==> src/rtl/instruction_fetch.sv <==
// Instruction fetch stage with IF/ID register. Issues one synchronous memory read per
// advancing cycle and parks returned data in a skid entry whenever the stage cannot advance.
module instruction_fetch #(
    parameter int                           PC_WIDTH          = 20,
    parameter int                           INSTRUCTION_WIDTH = 32,
    parameter logic [PC_WIDTH-1:0]          RESET_PC          = '0,
    parameter logic [PC_WIDTH-1:0]          PC_INCREMENT      = PC_WIDTH'(1),
    parameter logic [INSTRUCTION_WIDTH-1:0] NOP_INSTRUCTION   = '0
) (
    input  logic                         clk,
    input  logic                         rst_n,
    input  logic                         en,
    input  logic                         inst_rd_en_in,
    input  logic                         general_flush_in,
    input  logic                         decode_flush_in,
    input  logic                         select_new_pc_in,
    input  logic [PC_WIDTH-1:0]          new_pc_in,
    output logic [PC_WIDTH-1:0]          inst_mem_addr_out,
    output logic                         inst_mem_rd_en_out,
    input  logic [INSTRUCTION_WIDTH-1:0] inst_mem_data_in,
    output logic [INSTRUCTION_WIDTH-1:0] instruction_out,
    output logic [PC_WIDTH-1:0]          new_pc_out,
    output logic                         valid_out
);

    logic [PC_WIDTH-1:0]          r_pc;
    logic [PC_WIDTH-1:0]          r_fetch_pc;
    logic                         r_fetch_vld;
    logic [INSTRUCTION_WIDTH-1:0] r_skid;
    logic [PC_WIDTH-1:0]          r_skid_pc;
    logic                         r_skid_vld;
    logic [INSTRUCTION_WIDTH-1:0] r_inst;
    logic [PC_WIDTH-1:0]          r_npc;
    logic                         r_vld;

    logic                         w_adv;
    logic                         w_gflush;
    logic                         w_dflush;
    logic                         w_capture;
    logic [INSTRUCTION_WIDTH-1:0] w_load_inst;
    logic [PC_WIDTH-1:0]          w_load_npc;
    logic                         w_load_vld;

    assign w_adv     = en & inst_rd_en_in;
    assign w_gflush  = en & general_flush_in;
    assign w_dflush  = en & decode_flush_in;
    // Read data is only present for one cycle, so any non-advancing cycle must park it.
    assign w_capture = r_fetch_vld & ~w_adv & ~w_gflush;

    assign inst_mem_addr_out  = r_pc;
    assign inst_mem_rd_en_out = w_adv;
    assign instruction_out    = r_inst;
    assign new_pc_out         = r_npc;
    assign valid_out          = r_vld;

    always_comb begin
        w_load_inst = NOP_INSTRUCTION;
        w_load_npc  = '0;
        w_load_vld  = 1'b0;
        if (r_skid_vld) begin
            w_load_inst = r_skid;
            w_load_npc  = r_skid_pc + PC_INCREMENT;
            w_load_vld  = 1'b1;
        end else if (r_fetch_vld) begin
            w_load_inst = inst_mem_data_in;
            w_load_npc  = r_fetch_pc + PC_INCREMENT;
            w_load_vld  = 1'b1;
        end
    end

    always_ff @(posedge clk or negedge rst_n) begin
        if (!rst_n) begin
            r_pc <= RESET_PC;
        end else if (en) begin
            if (select_new_pc_in) begin
                r_pc <= new_pc_in;
            end else if (w_adv) begin
                r_pc <= r_pc + PC_INCREMENT;
            end
        end
    end

    // A redirect or flush in the issuing cycle makes the returning word unwanted.
    always_ff @(posedge clk or negedge rst_n) begin
        if (!rst_n) begin
            r_fetch_pc  <= '0;
            r_fetch_vld <= 1'b0;
        end else if (w_adv) begin
            r_fetch_pc  <= r_pc;
            r_fetch_vld <= ~general_flush_in & ~select_new_pc_in;
        end else if (w_gflush || w_capture) begin
            r_fetch_vld <= 1'b0;
        end
    end

    always_ff @(posedge clk or negedge rst_n) begin
        if (!rst_n) begin
            r_skid     <= '0;
            r_skid_pc  <= '0;
            r_skid_vld <= 1'b0;
        end else if (w_gflush) begin
            r_skid_vld <= 1'b0;
        end else if (w_capture) begin
            r_skid     <= inst_mem_data_in;
            r_skid_pc  <= r_fetch_pc;
            r_skid_vld <= 1'b1;
        end else if (w_adv) begin
            r_skid_vld <= 1'b0;
        end
    end

    // Either flush overrides an advance; an advancing word is then simply dropped.
    always_ff @(posedge clk or negedge rst_n) begin
        if (!rst_n) begin
            r_inst <= NOP_INSTRUCTION;
            r_npc  <= '0;
            r_vld  <= 1'b0;
        end else if (w_gflush || w_dflush) begin
            r_inst <= NOP_INSTRUCTION;
            r_npc  <= '0;
            r_vld  <= 1'b0;
        end else if (w_adv) begin
            r_inst <= w_load_inst;
            r_npc  <= w_load_npc;
            r_vld  <= w_load_vld;
        end
    end

endmodule

==> config.mk <==
export PLATFORM = sky130hd
export DESIGN_NAME = instruction_fetch
export DESIGN_NICKNAME = d
export VERILOG_FILES = /design/src/rtl/instruction_fetch.sv
export SDC_FILE = /design/constraint.sdc
export NUM_CORES = 1
export LEC_CHECK = 0
export ABC_AREA = 1
export ABC_CLOCK_PERIOD_IN_PS = 3700
export CORE_MARGIN = 2
export CORE_UTILIZATION = 30
export DETAILED_ROUTE_END_ITERATION = 16
export PLACE_DENSITY_LB_ADDON = 0.1
export SLEW_MARGIN = 10
export SYNTH_ARGS = -nofsm -noshare
export SYNTH_HDL_FRONTEND = slang
export SYNTH_SLANG_ARGS = --single-unit
==> constraint.sdc <==
create_clock -name clk -period 3.7 [get_ports clk]
set_clock_uncertainty 0.05 [all_clocks]
set_input_delay 0.74 -clock clk [delete_from_list [all_inputs] [get_ports clk]]
set_output_delay 0.74 -clock clk [all_outputs]
set_load 0.005 [all_outputs]
==> summary.txt, run 1 <==
First DRT Iteration DRCs = 277
crit end category = output pin
worst-path fanout max = 9
prevailing post-synth register cell = dfrtp_1
Clock Path Buffers = 2
vias in the first global route = 6231
top post-synthesis cells by area = dfrtp_1 (48%), nand2_1 (12%), o21ai_0 (6.8%)
area of the mapped netlist = 0.00762 mm^2
Synth top area share = 48.3%
Final Non-Filler Cells = 1384
initial antenna violation count = 0
layout cell share with drive strength beyond 1 = 10.2%
Reg-to-Reg Start = r_fetch_vld
Post-DRT Antenna Nets = 0
Reg2Reg Setup Slack = 1.41 ns
TritonRoute pass-1 iters = 5
Final WS setup = 0.737 ns
Sum Neg Setup Slack = 0 ns
area delta synth->final = 28.8%
Worst EP arrival = 2.17 ns
Ant. Diodes = 0
minimum clock period = 2.96 ns
Clock transition at path regs = 0.07 ns
postcts setup bufs = 0
post-CTS sizing = 0
Static Leakage = 4.39 nW
die width = 163 um
worst reg2reg path depth = 3
Die Y-Extent = 163 um
Fin. Hold Viols = 0
Unique masters post-synth = 36
asr flop ratio synth = 100%
Yosys top cell by area = dfrtp_1
die area = 0.0267 mm^2
number of fill cells = 2604
Worst-Skew Late Latency = 0.43 ns
unrepaired setup endpoints after global routing = no
TritonCTS clock tree = built
CP Launch Type = input port
Slew headroom = 42.0%
Total GRT Usage = 16.6%
WL final = 21400 um
maximum VDD drop = 0.197 mV
placed insts = 1352
post-synthesis cell count = 916
EDFF count, synth = 0
MaxCap Viol Count = 0
final cycle utilization of the critical path = 80.1%
H-tree level count = 4
r2r endpoint = r_skid[26]
slew of the pin with the lowest slew margin = 0.869 ns
Yosys reg bits = 147
first-pass GRT wire length = 34400 um
Setup violations, final = 0
Commonest cells post-synth = nand2_1 (252), dfrtp_1 (147), o21ai_0 (104)
Seq/Total Area, Yosys = 48.3%
yosys warns = 0
# DRC = 0
CP Class = input port to output pin
routed len/inst = 15.4 um
largest net degree at the start of global routing = 82
vias per cell = 4.65
Power Density = 474 mW/mm^2
row count = 58
Root Driver = clkbuf_16
Worst EP required = 2.91 ns
Num CTS Buffers = 17
nets = 1103
Initial Utilization = 30.4%
worst min path class = input port to async pin
IO Count = 133
syn nets = 978
Setup WS pre-CTS = 0.735 ns
Final Max Tran Viols = 0
Post-DP HPWL = 14900 um
port bufs = 132
status = finished clean
routability cong. = 0.823
CTS Sinks = 147
Core Area = 0.0250 mm^2
Fmax = 337 MHz
via count = 6430
Hold-fix buffers, CTS = 0
Avg Cell Area, Syn = 8.32 um^2
total grt overflow = 0
top-count cell post-synth = nand2_1
-- through the flow --
| stage | instance area, um^2 | hold slack, ns | total power [W] | util [%] |
|---|---|---|---|---|
| 2_1_floorplan | 7620 | 0.394 | 0.00257 | - |
| 3_3_place_gp | 9240 | 0.413 | 0.00295 | 36.9 |
| 3_5_place_dp | 9240 | 0.415 | 0.00296 | 36.9 |
| 4_1_cts | 9820 | 0.348 | 0.00471 | 39.2 |
| 5_1_grt | 9820 | 0.378 | 0.00493 | 39.2 |
| 6_report | 9820 | 0.320 | 0.00466 | 39.2 |
-- kinds of logic (layout without fill, tap and decap cells) --
group	count (synthesis)	count (layout)	share of synthesized area (%)
flops	147	147	48.3
buf+inv	118	256	6.98
simple gates	414	414	23.2
mux	33	33	6.35
compound gates	200	200	14.6
xor+xnor	1	1	0.115
fa+ha+maj	3	3	0.492
-- worst max-delay path: stages --
cell and delay, ns:
clkdlybuf4s50_1 0.53, nand2_1 0.18, inv_2 0.20, clkdlybuf4s50_1 0.53
-- state kept, by name (all words and copies together) (netlist names) --
| name | flops |
|---|---|
| inst_mem_addr_out | 20 |
| instruction_out | 32 |
| r_fetch_vld | 1 |
| r_skid_vld | 1 |
| r_skid_pc | 20 |
| r_skid | 32 |
| valid_out | 1 |
| new_pc_out | 20 |
| r_fetch_pc | 20 |
-- per-layer routing --
metal	vias up	track usage (%)	part of all wire (%)
met4	0	3.86	0.70
met3	10	3.68	4.2
met5	-	0	0
met1	2999	24.7	52
met2	115	24.3	43
li1	3306	-	-
-- worst max-delay path by stage --
stage	startpoint	end	slack, ns	depth (start not counted)
5_1_grt	en	inst_mem_rd_en_out	0.65	4
3_5_place_dp	en	inst_mem_rd_en_out	0.73	4
3_3_place_gp	en	inst_mem_rd_en_out	0.74	4
6_report	en	inst_mem_rd_en_out	0.74	4
4_1_cts	en	inst_mem_rd_en_out	0.73	4
2_1_floorplan	inst_rd_en_in	r_skid[0]	1.97	5
-- placed cells by master, fill, tap and decap left out, drive strengths merged, types with 4 or more instances in the layout --
master         synthesis  routed
nand2                259     259
dfrtp                147     147
clkdlybuf4s50          0     131
o21ai                125     125
inv                   78      89
nor2                  73      73
nand3                 61      61
a22oi                 35      35
mux2                  33      33
a21oi                 27      27
clkbuf                16      17
buf                   24      15
nor3                   8       8
nand4                  6       6
o22ai                  5       5
nand3b                 4       4
-- report_power, final --
part	internal (W)	leakage [nW]	switching (W)
Combinational	0.000416	2.20	0.000416
Sequential	0.00184	1.90	0.000256
Clock	0.000959	0.288	0.000770
Total	0.00322	4.39	0.00144
-- layout make-up --
type	count	area (um^2)	share of cell area, %
multi-input cells	651	3410	34.8
well taps	330	413	4.20
inverters	78	293	2.98
repair buffers	146	1440	14.7
flip-flops and latches	147	3680	37.5
clock buffers	17	425	4.33
clock inverters	15	158	1.61
Note: power is estimated with default switching activity, not from simulation.
==> inputs of run 2 (changes only) <==
--- a/config.mk
+++ b/config.mk
@@ -6,7 +6,7 @@
 export NUM_CORES = 1
 export LEC_CHECK = 0
 export ABC_AREA = 1
-export ABC_CLOCK_PERIOD_IN_PS = 3700
+export ABC_CLOCK_PERIOD_IN_PS = 2900
 export CORE_MARGIN = 2
 export CORE_UTILIZATION = 30
 export DETAILED_ROUTE_END_ITERATION = 16
==> constraint.sdc (replaced) <==
create_clock -name clk -period 2.9 [get_ports clk]
set_clock_uncertainty 0.05 [all_clocks]
set_input_delay 0.58 -clock clk [delete_from_list [all_inputs] [get_ports clk]]
set_output_delay 0.58 -clock clk [all_outputs]
set_load 0.005 [all_outputs]
==> run 2 against run 1 <==
Non-clock buffer count up 4; flip-flop and latch count unchanged; via count up 0.44%; design area up 0.62%; critical endpoint unchanged.
==> summary.txt, run 2 (synthesis gave the netlist of run 1 again) <==
Root Driver = clkbuf_16 (unchanged)
First DRT Iteration DRCs = 407 (was 277)
IO Count = 133 (unchanged)
TritonCTS clock tree = built (unchanged)
worst-path fanout max = 9 (unchanged)
Total GRT Usage = 16.8% (was 16.6%)
Num CTS Buffers = 17 (unchanged)
Hold-fix buffers, CTS = 0 (unchanged)
worst min path class = input port to async pin (unchanged)
first-pass GRT wire length = 35000 um (was 34400 um)
Fin. Hold Viols = 0 (unchanged)
CTS Sinks = 147 (unchanged)
Static Leakage = 4.42 nW (was 4.39 nW)
routability cong. = 0.822 (was 0.823)
placed insts = 1356 (was 1352)
postcts setup bufs = 0 (unchanged)
worst reg2reg path depth = 4 (was 3)
minimum clock period = 2.52 ns
CP max stage delay = 0.53 ns (about the same)
routed len/inst = 15.3 um (was 15.4 um)
WL final = 21300 um (was 21400 um)
vias per cell = 4.65 (about the same)
via count = 6458 (was 6430)
Worst EP arrival = 1.89 ns (was 2.17 ns)
# DRC = 0 (unchanged)
Final Max Tran Viols = 0 (unchanged)
Reg-to-Reg Start = r_skid_vld (was r_fetch_vld)
unrepaired setup endpoints after global routing = no (unchanged)
slowest CP cell = clkdlybuf4s50_1 (unchanged)
Top delay family on crit path = buffers and inverters (unchanged)
row count = 58 (unchanged)
crit end category = output pin (unchanged)
slew of the pin with the lowest slew margin = 0.936 ns (was 0.869 ns)
H-tree level count = 4 (unchanged)
initial antenna violation count = 0 (unchanged)
Fmax = 397 MHz
port bufs = 132 (unchanged)
Reg2Reg Setup Slack = 0.88 ns (was 1.41 ns)
Final Non-Filler Cells = 1388 (was 1384)
number of fill cells = 2605 (was 2604)
Post-DP HPWL = 15300 um (was 14900 um)
vias in the first global route = 6356 (was 6231)
TritonRoute pass-1 iters = 4 (was 5)
final cycle utilization of the critical path = 86.9%
Die Y-Extent = 163 um (unchanged)
maximum VDD drop = 0.305 mV (was 0.197 mV)
Sum Neg Setup Slack = 0 ns (unchanged)
CP Class = input port to output pin (unchanged)
Worst-Skew Late Latency = 0.43 ns (about the same)
Ant. Diodes = 0 (unchanged)
layout cell share with drive strength beyond 1 = 10.6% (was 10.2%)
Worst EP required = 2.27 ns (was 2.91 ns)
critical path, cell by cell = clkdlybuf4s50_1 > nand2_1 > inv_2 > clkdlybuf4s50_1 (unchanged)
most frequent cells in the layout = nand2_1 (252), dfrtp_1 (146), clkdlybuf4s50_1 (131) (unchanged)
Slew headroom = 37.5% (was 42.0%)
cell repeated most along the worst path = clkdlybuf4s50_1 (unchanged)
r2r endpoint = new_pc_out[6] (was r_skid[26])
die area = 0.0267 mm^2 (unchanged)
worst path buffer plus inverter count = 3 (unchanged)
Setup violations, final = 0 (unchanged)
Power Density = 593 mW/mm^2 (was 474 mW/mm^2)
post-CTS sizing = 0 (unchanged)
Initial Utilization = 30.4% (unchanged)
Clock transition at path regs = 0.07 ns (about the same)
status = finished clean (unchanged)
Post-DRT Antenna Nets = 0 (unchanged)
die width = 163 um (unchanged)
nets = 1107 (was 1103)
area delta synth->final = 29.6% (was 28.8%)
most common cell after layout, fill and taps aside = nand2_1 (unchanged)
MaxCap Viol Count = 0 (unchanged)
Multi-input gate area = 0.00341 mm^2 (unchanged)
Core Area = 0.0250 mm^2 (unchanged)
register area = 0.00368 mm^2 (unchanged)
largest net degree at the start of global routing = 59 (was 82)
total grt overflow = 0 (unchanged)
Clock Path Buffers = 2 (unchanged)
CP Launch Type = input port (unchanged)
[run 2: cell types whose count changed in the layout (fill, tap and decap cells not counted), sizes merged]
cell,delta
bufinv,-1
inv,-2
buf,+4
clkinv,+3
[run 2: layout make-up]
| type | instances | share of cell area [%] |
|---|---|---|
| multi-input combinational | 651 | 34.5 |
| tap | 330 | 4.18 |
| clock buffer | 17 | 4.30 |
| inverter | 78 | 2.96 |
| sequential | 147 | 37.2 |
| timing repair buffer | 150 | 15.4 |
| clock inverter | 15 | 1.41 |
[run 2: worst max path at each step]
stage	start	endpoint	cells after the start
finish	en	inst_mem_rd_en_out	4
CTS	en	inst_mem_rd_en_out	4
floorplan	inst_rd_en_in	r_skid[0]	5
global placement	en	inst_mem_rd_en_out	4
global route	en	inst_mem_rd_en_out	4
detailed placement	en	inst_mem_rd_en_out	4
[run 2: stage by stage]
stage / hold slack (ns) / instance area (um^2) / power [W] / worst slack [ns] / utilization (%)
2_1_floorplan: 0.234 / 7620 / 0.00328 / 1.33 / -
3_3_place_gp: 0.415 / 9320 / 0.00378 / 0.384 / 37.2
3_5_place_dp: 0.416 / 9320 / 0.00378 / 0.375 / 37.2
4_1_cts: 0.0905 / 9880 / 0.00595 / 0.370 / 39.5
5_1_grt: 0.108 / 9880 / 0.00622 / 0.280 / 39.5
6_report: 0.0660 / 9880 / 0.00586 / 0.379 / 39.5
[run 2: power by group]
group / internal [W] / leakage (nW) / switching, W
Clock: 0.00114 / 0.278 / 0.000984
Combinational: 0.000540 / 2.24 / 0.000530
Sequential: 0.00235 / 1.90 / 0.000322
[run 2: worst reg2reg max path, cell delays in order, from the launching register on]
cell	delay [ns]
dfrtp_2	0.60
inv_1	0.67
o21ai_0	0.37
nand3_1	0.18
nand2_1	0.05
[run 2: layer usage]
layer,GRT usage [%],share of wire [%],vias to the layer above
met2,24.2,43,141
met3,3.45,4.6,15
met5,0,0,-
met1,25.4,52,2990
li1,-,-,3312
met4,4.26,0.97,0
==> inputs of run 3 (changes only) <==
--- a/config.mk
+++ b/config.mk
@@ -11,6 +11,7 @@
 export CORE_UTILIZATION = 30
 export DETAILED_ROUTE_END_ITERATION = 16
 export PLACE_DENSITY_LB_ADDON = 0.1
+export SETUP_SLACK_MARGIN = 0.3
 export SLEW_MARGIN = 10
 export SYNTH_ARGS = -nofsm -noshare
 export SYNTH_HDL_FRONTEND = slang
==> run 3 against run 2 <==
First-iteration DRC count did not move; final cell count did not move; utilization barely moved; sequential power barely moved; critical endpoint unchanged.
==> summary.txt, run 3 (synthesis gave the netlist of run 1 again) <==
First DRT Iteration DRCs = 407 (unchanged)
Ant. Diodes = 0 (unchanged)
CTS Sinks = 147 (unchanged)
worst reg2reg path depth = 4 (unchanged)
Worst-Skew Late Latency = 0.43 ns (about the same)
final hold slack = 0.0660 ns (about the same)
final cycle utilization of the critical path = 86.1% (was 86.9%)
via count = 6456 (was 6458)
first-pass GRT wire length = 35000 um (unchanged)
critical path, cell by cell = clkdlybuf4s50_1 > nand2_1 > inv_4 > clkdlybuf4s50_1 (was clkdlybuf4s50_1 > nand2_1 > inv_2 > clkdlybuf4s50_1)
Root Driver = clkbuf_16 (unchanged)
initial antenna violation count = 0 (unchanged)
layout cell share with drive strength beyond 1 = 10.6% (unchanged)
Setup violations, final = 0 (unchanged)
total grt overflow = 0 (unchanged)
Num CTS Buffers = 17 (unchanged)
vias per cell = 4.65 (about the same)
worst path buffer plus inverter count = 3 (unchanged)
crit end category = output pin (unchanged)
Area after DPL = 0.00932 mm^2 (unchanged)
minimum clock period = 2.50 ns (was 2.52 ns)
Final WS setup = 0.404 ns (was 0.379 ns)
CP Class = input port to output pin (unchanged)
MaxCap Viol Count = 0 (unchanged)
Top delay family on crit path = buffers and inverters (unchanged)
Fin. Hold Viols = 0 (unchanged)
Post-DP HPWL = 15300 um (unchanged)
Power Density = 593 mW/mm^2 (about the same)
Fmax = 401 MHz (was 397 MHz)
routed len/inst = 15.3 um (about the same)
TritonCTS clock tree = built (unchanged)
port bufs = 132 (unchanged)
Static Leakage = 4.42 nW (about the same)
Switch Pwr = 0.00184 W (about the same)
Hold-fix buffers, CTS = 0 (unchanged)
Int Pwr = 0.00403 W (about the same)
Setup WS pre-CTS = 0.375 ns (unchanged)
Final Max Tran Viols = 0 (unchanged)
Sequential Power Share = 45.6% (about the same)
largest net degree at the start of global routing = 59 (unchanged)
slew of the pin with the lowest slew margin = 0.936 ns (unchanged)
logic gate share of total power = 18.3% (about the same)
CP max stage delay = 0.53 ns (about the same)
IO Count = 133 (unchanged)
Core Area = 0.0250 mm^2 (unchanged)
TritonRoute pass-1 iters = 4 (unchanged)
die width = 163 um (unchanged)
Total GRT Usage = 16.8% (unchanged)
worst-path fanout max = 9 (unchanged)
die area = 0.0267 mm^2 (unchanged)
cell repeated most along the worst path = clkdlybuf4s50_1 (unchanged)
area delta synth->final = 29.7% (was 29.6%)
Sw Ratio = 31.3% (about the same)
routability cong. = 0.822 (unchanged)
# DRC = 0 (unchanged)
Slew headroom = 37.5% (unchanged)
r2r endpoint = new_pc_out[6] (unchanged)
Die Y-Extent = 163 um (unchanged)
Post-DRT Antenna Nets = 0 (unchanged)
maximum VDD drop = 0.305 mV (about the same)
post-route cell area = 0.00989 mm^2 (was 0.00988 mm^2)
final total power = 0.00586 W (about the same)
nets = 1107 (unchanged)
most frequent cells in the layout = nand2_1 (252), dfrtp_1 (146), clkdlybuf4s50_1 (131) (unchanged)
Sum Neg Setup Slack = 0 ns (unchanged)
row count = 58 (unchanged)
worst min path class = input port to async pin (unchanged)
WL final = 21300 um (about the same)
number of fill cells = 2604 (was 2605)
Clock transition at path regs = 0.07 ns (about the same)
status = finished clean (unchanged)
Reg-to-Reg Start = r_skid_vld (unchanged)
CP Launch Type = input port (unchanged)
Worst EP arrival = 1.87 ns (was 1.89 ns)
slowest CP cell = clkdlybuf4s50_1 (unchanged)
H-tree level count = 4 (unchanged)
vias in the first global route = 6356 (unchanged)
unrepaired setup endpoints after global routing = no (unchanged)
Initial Utilization = 30.4% (unchanged)
Clock Power Share = 36.2% (about the same)
Worst EP required = 2.27 ns (about the same)
Reg2Reg Setup Slack = 0.88 ns (about the same)
Clock Path Buffers = 2 (unchanged)
most common cell after layout, fill and taps aside = nand2_1 (unchanged)
## run 3: cell counts in the layout (fill, tap and decap cells not counted)
No cell type changed its count.
## run 3: metrics by stage
step / utilization, % / instances
floorplan: - / 916
global placement: 37.2 / 1356
detailed placement: 37.2 / 1356
CTS: 39.5 / 1388
global route: 39.5 / 1388
finish: 39.5 / 1388
## run 3: worst max path at each step
stage	startpoint	to	slack [ns]	depth (start not counted)
after detailed placement	en	inst_mem_rd_en_out	0.38	4
after floorplan	inst_rd_en_in	r_skid[0]	1.33	5
after global placement	en	inst_mem_rd_en_out	0.38	4
final	en	inst_mem_rd_en_out	0.40	4
after global routing	en	inst_mem_rd_en_out	0.31	4
after CTS	en	inst_mem_rd_en_out	0.37	4
## run 3: repair_timing
action	CTS	global route
endpoints found under the setup margin	0	1
gates resized for setup	0	1
setup buffers	0	0
## run 3: area by class of cell
class	count	area, um^2	share of cell area, %
Timing Repair Buffer	150	1520	15.4
Clock buffer	17	425	4.30
Multi-Input combinational cell	651	3410	34.5
Clock inverter	15	139	1.40
Inverter	78	295	2.99
Tap cell	330	413	4.18
Sequential cell	147	3680	37.2
## run 3: power groups by stage
stage                     clock network [W]  registers [W]  logic (W)
after detailed placement                  0        0.00270    0.00108
after global routing                0.00227        0.00273    0.00122
after CTS                           0.00220        0.00267    0.00109
after global placement                    0        0.00270    0.00108
final                               0.00212        0.00267    0.00107
after floorplan                           0        0.00261   0.000673
## run 3: metal layers
layer / up-vias / share of wire (%) / track usage [%]
met2: 144 / 43 / 24.2
met5: - / 0 / 0
li1: 3312 / - / -
met1: 2985 / 52 / 25.4
met4: 0 / 0.97 / 4.26
met3: 15 / 4.7 / 3.45
